[src/rtl/uart_pkg.sv]
// Shared UART definitions: FSM state encoding, parity mode constants and the parity helper.
package uart_pkg;

    typedef enum logic [2:0] {
        IDLE   = 3'd0,
        START  = 3'd1,
        DATA   = 3'd2,
        PARITY = 3'd3,
        STOP   = 3'd4
    } uart_state_t;

    localparam int PAR_NONE      = 0;
    localparam int PAR_EVEN      = 1;
    localparam int PAR_ODD       = 2;
    localparam int MAX_DATA_BITS = 9;

    // Zero-extended data does not change the XOR, so one width serves every frame size.
    function automatic logic parity_bit(input logic [MAX_DATA_BITS-1:0] data,
                                        input logic                     odd_sel);
        return (^data) ^ odd_sel;
    endfunction

endpackage

[src/rtl/uart_baud_gen.sv]
// Baud interval counter: counts 0..CLKS_PER_BIT-1, flags the terminal count, clears on demand.
module uart_baud_gen #(
    parameter int CLKS_PER_BIT = 434
) (
    input  logic                            clk,
    input  logic                            reset_n,
    input  logic                            clear,
    output logic [$clog2(CLKS_PER_BIT)-1:0] count,
    output logic                            tick
);
    import uart_pkg::*;

    localparam int            CW       = $clog2(CLKS_PER_BIT);
    localparam logic [CW-1:0] CNT_LAST = CW'(CLKS_PER_BIT - 1);

    logic [CW-1:0] count_r;

    // Count register; returns to zero at the terminal count so it never wraps past it.
    always_ff @(posedge clk or negedge reset_n) begin
        if (!reset_n) begin
            count_r <= {CW{1'b0}};
        end else if (clear || tick) begin
            count_r <= {CW{1'b0}};
        end else begin
            count_r <= count_r + CW'(1);
        end
    end

    assign tick  = (count_r == CNT_LAST);
    assign count = count_r;

endmodule

[src/rtl/uart_tx_stream.sv]
// UART transmitter draining a ready/valid word stream; frame = start, data LSB first,
// optional parity, stop bits. All outputs come straight from flops.
module uart_tx_stream #(
    parameter int CLKS_PER_BIT = 434,
    parameter int DATA_BITS    = 8,
    parameter int PARITY       = 0,
    parameter int STOP_BITS    = 1
) (
    input  logic                 clk,
    input  logic                 reset_n,
    output logic                 ready_in,
    input  logic                 valid_in,
    input  logic [DATA_BITS-1:0] data_in,
    output logic                 tx,
    output logic                 busy
);
    import uart_pkg::*;

    localparam int            CW         = $clog2(CLKS_PER_BIT);
    localparam int            BW         = $clog2(DATA_BITS + 1);
    localparam logic [CW-1:0] CNT_PENULT = CW'(CLKS_PER_BIT - 2);
    localparam logic [BW-1:0] DATA_LAST  = BW'(DATA_BITS - 1);
    localparam logic [BW-1:0] STOP_LAST  = BW'(STOP_BITS - 1);
    localparam bit            HAS_PARITY = (PARITY != PAR_NONE);
    localparam bit            ODD_PARITY = (PARITY == PAR_ODD);

    if ((CLKS_PER_BIT < 2) || (DATA_BITS < 5) || (DATA_BITS > MAX_DATA_BITS) ||
        (PARITY < PAR_NONE) || (PARITY > PAR_ODD) ||
        (STOP_BITS < 1) || (STOP_BITS > 2)) begin : g_bad_params
        $error("uart_tx_stream: parameter out of range");
    end

    uart_state_t          state_r;
    uart_state_t          state_s;
    logic [BW-1:0]        bit_r;
    logic [BW-1:0]        bit_s;
    logic [DATA_BITS-1:0] shift_r;
    logic [DATA_BITS-1:0] shift_s;
    logic                 par_r;
    logic                 par_s;
    logic                 tx_r;
    logic                 tx_s;
    logic                 busy_r;
    logic                 busy_s;
    logic                 ready_r;
    logic                 ready_s;
    logic                 clear_s;
    logic                 tick_s;
    logic [CW-1:0]        count_s;
    logic                 accept_s;

    uart_baud_gen #(
        .CLKS_PER_BIT(CLKS_PER_BIT)
    ) u_baud (
        .clk    (clk),
        .reset_n(reset_n),
        .clear  (clear_s),
        .count  (count_s),
        .tick   (tick_s)
    );

    assign accept_s = ready_r && valid_in;

    // Next-state logic: advance on baud ticks, latch the word (and its parity) on a handshake.
    always_comb begin
        state_s = state_r;
        bit_s   = bit_r;
        shift_s = shift_r;
        par_s   = par_r;
        clear_s = 1'b0;
        case (state_r)
            IDLE: begin
                if (accept_s) begin
                    state_s = START;
                    shift_s = data_in;
                    par_s   = parity_bit(MAX_DATA_BITS'(data_in), ODD_PARITY);
                    bit_s   = {BW{1'b0}};
                    clear_s = 1'b1;
                end else begin
                    state_s = IDLE;
                end
            end
            START: begin
                if (tick_s) begin
                    state_s = DATA;
                    bit_s   = {BW{1'b0}};
                    clear_s = 1'b1;
                end else begin
                    state_s = START;
                end
            end
            DATA: begin
                if (tick_s) begin
                    shift_s = shift_r >> 1;
                    clear_s = 1'b1;
                    if (bit_r == DATA_LAST) begin
                        state_s = HAS_PARITY ? uart_pkg::PARITY : STOP;
                        bit_s   = {BW{1'b0}};
                    end else begin
                        bit_s = bit_r + BW'(1);
                    end
                end else begin
                    state_s = DATA;
                end
            end
            uart_pkg::PARITY: begin
                if (tick_s) begin
                    state_s = STOP;
                    bit_s   = {BW{1'b0}};
                    clear_s = 1'b1;
                end else begin
                    state_s = uart_pkg::PARITY;
                end
            end
            STOP: begin
                if (tick_s) begin
                    clear_s = 1'b1;
                    if (bit_r == STOP_LAST) begin
                        bit_s = {BW{1'b0}};
                        // Handshake in the final stop cycle chains the next frame with no idle gap.
                        if (accept_s) begin
                            state_s = START;
                            shift_s = data_in;
                            par_s   = parity_bit(MAX_DATA_BITS'(data_in), ODD_PARITY);
                        end else begin
                            state_s = IDLE;
                        end
                    end else begin
                        bit_s = bit_r + BW'(1);
                    end
                end else begin
                    state_s = STOP;
                end
            end
            default: begin
                state_s = IDLE;
                bit_s   = {BW{1'b0}};
                clear_s = 1'b1;
            end
        endcase
    end

    // Output decode from the next state so tx/busy/ready can be registered without lag.
    always_comb begin
        tx_s = 1'b1;
        case (state_s)
            IDLE:             tx_s = 1'b1;
            START:            tx_s = 1'b0;
            DATA:             tx_s = shift_s[0];
            uart_pkg::PARITY: tx_s = par_s;
            STOP:             tx_s = 1'b1;
            default:          tx_s = 1'b1;
        endcase
        busy_s = (state_s != IDLE);
        // The baud count reaches its last value next cycle only if it sits one below now.
        if (state_s == IDLE) begin
            ready_s = 1'b1;
        end else if ((state_s == STOP) && (bit_s == STOP_LAST) &&
                     !clear_s && (count_s == CNT_PENULT)) begin
            ready_s = 1'b1;
        end else begin
            ready_s = 1'b0;
        end
    end

    // State and output registers; reset forces the line idle and abandons any frame.
    always_ff @(posedge clk or negedge reset_n) begin
        if (!reset_n) begin
            state_r <= IDLE;
            bit_r   <= {BW{1'b0}};
            shift_r <= {DATA_BITS{1'b0}};
            par_r   <= 1'b0;
            tx_r    <= 1'b1;
            busy_r  <= 1'b0;
            ready_r <= 1'b0;
        end else begin
            state_r <= state_s;
            bit_r   <= bit_s;
            shift_r <= shift_s;
            par_r   <= par_s;
            tx_r    <= tx_s;
            busy_r  <= busy_s;
            ready_r <= ready_s;
        end
    end

    assign tx       = tx_r;
    assign busy     = busy_r;
    assign ready_in = ready_r;

endmodule

[config.mk]
export PLATFORM = sky130hd
export DESIGN_NAME = uart_tx_stream
export DESIGN_NICKNAME = d
export VERILOG_FILES = /design/src/rtl/uart_pkg.sv /design/src/rtl/uart_baud_gen.sv /design/src/rtl/uart_tx_stream.sv
export SDC_FILE = /design/constraint.sdc
export NUM_CORES = 1
export LEC_CHECK = 0
export CAP_MARGIN = 25
export CORE_MARGIN = 5
export CORE_UTILIZATION = 61
export DETAILED_ROUTE_END_ITERATION = 12
export PLACE_DENSITY = 0.82
export SETUP_SLACK_MARGIN = 0.3
export SLEW_MARGIN = 20
export SYNTH_ARGS = -nofsm -noshare
export SYNTH_HDL_FRONTEND = slang
export SYNTH_SLANG_ARGS = --single-unit
[constraint.sdc]
create_clock -name clk -period 3.2 [get_ports clk]
set_input_delay 0.64 -clock clk [delete_from_list [all_inputs] [get_ports clk]]
set_output_delay 0.64 -clock clk [all_outputs]
set_load 0.01 [all_outputs]
==> results by group <==
Die
  – Chip Height: 60.9 um
  – Initial Utilization: 63.8%
  – Number of placement rows: 18
  – Full die area: 3710 um^2
  – Core box area: 2480 um^2
  – # IOs: 14
  – Die width: 60.9 um

STA
  – Tmin final: 2360 ps
  – FMAX: 424 MHz
  – Setup TNS: 0 ps
  – Hold Vio Cnt, Final: 0
  – Max-slew headroom: 62.8%
  – Fin crit share: 73.7%
  – Unrepaired setup endpoints after global routing: no
  – Worst Skew: 2.71 ps
  – Final slew viol count: 0
  – Slew of the pin with the lowest slew margin: 558 ps
  – Final setup viols: 0

Logic synthesis
  – Mapped Nets: 178
  – Post-synthesis cell count: 162
  – Netlist cell types: 45
  – Largest cells by area after synthesis: dfrtp_1 (43%), xnor2_1 (6.7%), nor2_1 (4.8%), ha_1 (4.0%), nand2_1 (3.8%)
  – Mux share of post-synthesis cell area: 0.633%
  – Post-Synth Simple-Gate Area: 23.7%
  – Adder-cell area share of the yosys netlist: 3.96%
  – Async set-reset flop share out of synthesis: 100%
  – Largest family of logic cells by synthesized area: simple AND/OR/NAND/NOR gates
  – Flop and latch count out of synthesis: 28
  – Syn Area/Cell: 9.75 um^2
  – Cell area after synthesis: 1580 um^2
  – Yosys top cell area share: 42.8%
  – Leading area contributor after synthesis: dfrtp_1
  – Post-synth top cells: dfrtp_1 (27), nor2_1 (20), nand2_1 (16)
  – Count leader, synth: dfrtp_1
  – Number of synthesis warnings: 0
  – Post-Synth XOR/XNOR Area: 8.31%
  – Synth Area in Compound Gates: 15.9%
  – Sequential element share of the synthesized area: 44.4%
  – Prevailing post-synth register cell: dfrtp_1
  – Post-synth EDFFs: 0

Worst setup path
  – CP Max Fanout: 12
  – Worst Setup EP: tx
  – Required time of the critical path: 3460 ps
  – CP endpoint kind: flip-flop
  – Crit Reg-Reg Endpoint: tx
  – Reg2reg setup slack: 840 ps
  – CP arrival: 2620 ps
  – Element type at the critical path start: flip-flop
  – Worst Setup SP: bit_r[0]
  – Kind of critical path: reg -> reg
  – Worst Reg-to-Reg Cells: 8
  – Reg2reg start: bit_r[0]

Detailed routing
  – Wire length on met1: 1.23 mm
  – DRC: 0
  – Post-DRT Antenna Nets: 0
  – Top routing layer in use: met4
  – DR iter-0 viols: 51
  – WL/cell: 14.5 um
  – Vias per cell: 5.94
  – Total length of routed wires: 2.98 mm
  – Met2 wire length: 1.51 mm
  – Via count: 1,224
  – DRT Pass-1 Iters: 4
  – Met3 wire length: 175 um

Global routing
  – GRT Residual Overflow: 0
  – Largest net degree at the start of global routing: 29
  – Total track usage: 18.8%
  – First-pass GRT wire length: 5.20 mm
  – Antenna violations before repair: 0
  – Vias in the first global route: 1,207

Pwr
  – Pwr Total: 0.00106 W
  – Internal power: 0.000731 W
  – Pwr/cell area: 595 nW/um^2
  – Pleak: 0.788 nW
  – Sw Share: 31.3%
  – NetSw: 0.000333 W
  – Clock power frac: 21.2%
  – Peak supply drop: 478 uV
  – Sequential fraction of design power: 52.5%
  – Combinational share of power: 26.3%

Placement
  – Port buffer count: 13
  – Post-DP HPWL: 2.29 mm
  – GPL Wtd Cong: 0.902

Clocking
  – Max clock buf depth: 2
  – CTS resizes: 0
  – Root buf cell: clkbuf_4
  – Post-CTS setup buffers: 0
  – CTS tree: yes
  – Later-pin clock latency in the skew report: 320 ps
  – H-tree depth: 1
  – Clk sinks: 28
  – Clock-pin slew on the worst setup and hold paths: 140 ps
  – Hold buffer count at CTS: 0
  – CTS buffer count: 3

Final layout
  – Area Growth Syn to Fin: 13.2%
  – Post-layout net count: 193
  – Share of cells above drive strength 1: 10.2%
  – Number of diodes: 0

Worst hold path
  – Hold Crit Class: reg -> reg
  – Hold Path Origin: shift_r[3]

Flow run
  – Max_cap viols: 0

Outcome
  – Status: finished, final reports clean
[how the worst min path moves through the flow]
stage,depth (start not counted),endpoint
6_report,2,shift_r[3]
4_1_cts,2,shift_r[3]
2_1_floorplan,0,bit_r[0]
3_5_place_dp,2,shift_r[3]
3_3_place_gp,1,shift_r[0]
5_1_grt,2,shift_r[1]
[critical path, cell delays in order (launching register included)]
cell	delay, ps
dfrtp_1	460
inv_1	100
ha_1	170
nor3b_1	240
nand3_1	190
a21oi_2	500
nor2_4	100
a21o_1	220
a221o_1	340
[power groups by stage]
stage	Sequential, W	Clock, W	Combinational [W]
2_1_floorplan	0.000540	0	0.000208
3_3_place_gp	0.000559	0	0.000269
3_5_place_dp	0.000564	0	0.000283
4_1_cts	0.000557	0.000235	0.000285
5_1_grt	0.000574	0.000249	0.000324
6_report	0.000558	0.000225	0.000280
[routing by layer]
layer	vias to the layer above	global-route usage [%]
met2	41	33.3
met5	-	0
met1	579	22.3
met3	8	2.98
li1	596	-
met4	0	8.67
[metrics by stage]
stage	area (um^2)	setup slack [ps]	hold WS, ps	instances	utilization, %
2_1_floorplan	1580	1240	344	162	-
3_3_place_gp	1740	785	469	202	70.1
3_5_place_dp	1740	737	470	202	70.1
5_1_grt	1790	653	522	206	72.2
6_report	1790	842	503	206	72.2
4_1_cts	1790	823	504	206	72.2
[state kept, by name (all words and copies together) (netlist names)]
register and count:
tx 1, par_r 1, busy 1, state_r 3
u_baud.count 9, ready_in 1, shift_r 8, bit_r 4
[cells in the final DEF (no fill, tap or decap), drive strengths merged, types with 2 or more instances in the layout]
| cell type | count |
|---|---|
| nand2b | 3 |
| nand2 | 17 |
| a21oi | 6 |
| and4bb | 3 |
| xnor2 | 12 |
| clkbuf | 3 |
| nor2 | 22 |
| o21ai | 9 |
| and2 | 3 |
| dfrtp | 27 |
| ha | 5 |
| a221o | 2 |
| inv | 8 |
| xor2 | 3 |
| clkdlybuf4s50 | 13 |
| a22oi | 7 |
| nor3 | 3 |
| nand3 | 9 |
[cell type report]
type	count	area, um^2
fillers	186	688
clock buffers	3	22.5
well taps	30	37.5
flip-flops and latches	28	702
multi-input cells	122	830
clock inverters	1	30.0
inverters	8	30.0
repair buffers	14	138
[kinds of logic after synthesis]
kind of cell	count (synthesis)
AO/OA/AOI/OAI	33
XOR/XNOR	15
adder cells (fa/ha/maj)	5
buffers and inverters	12
flip-flops	28
multiplexers	1
AND/OR/NAND/NOR	68
(Power assumes the default switching activity.)
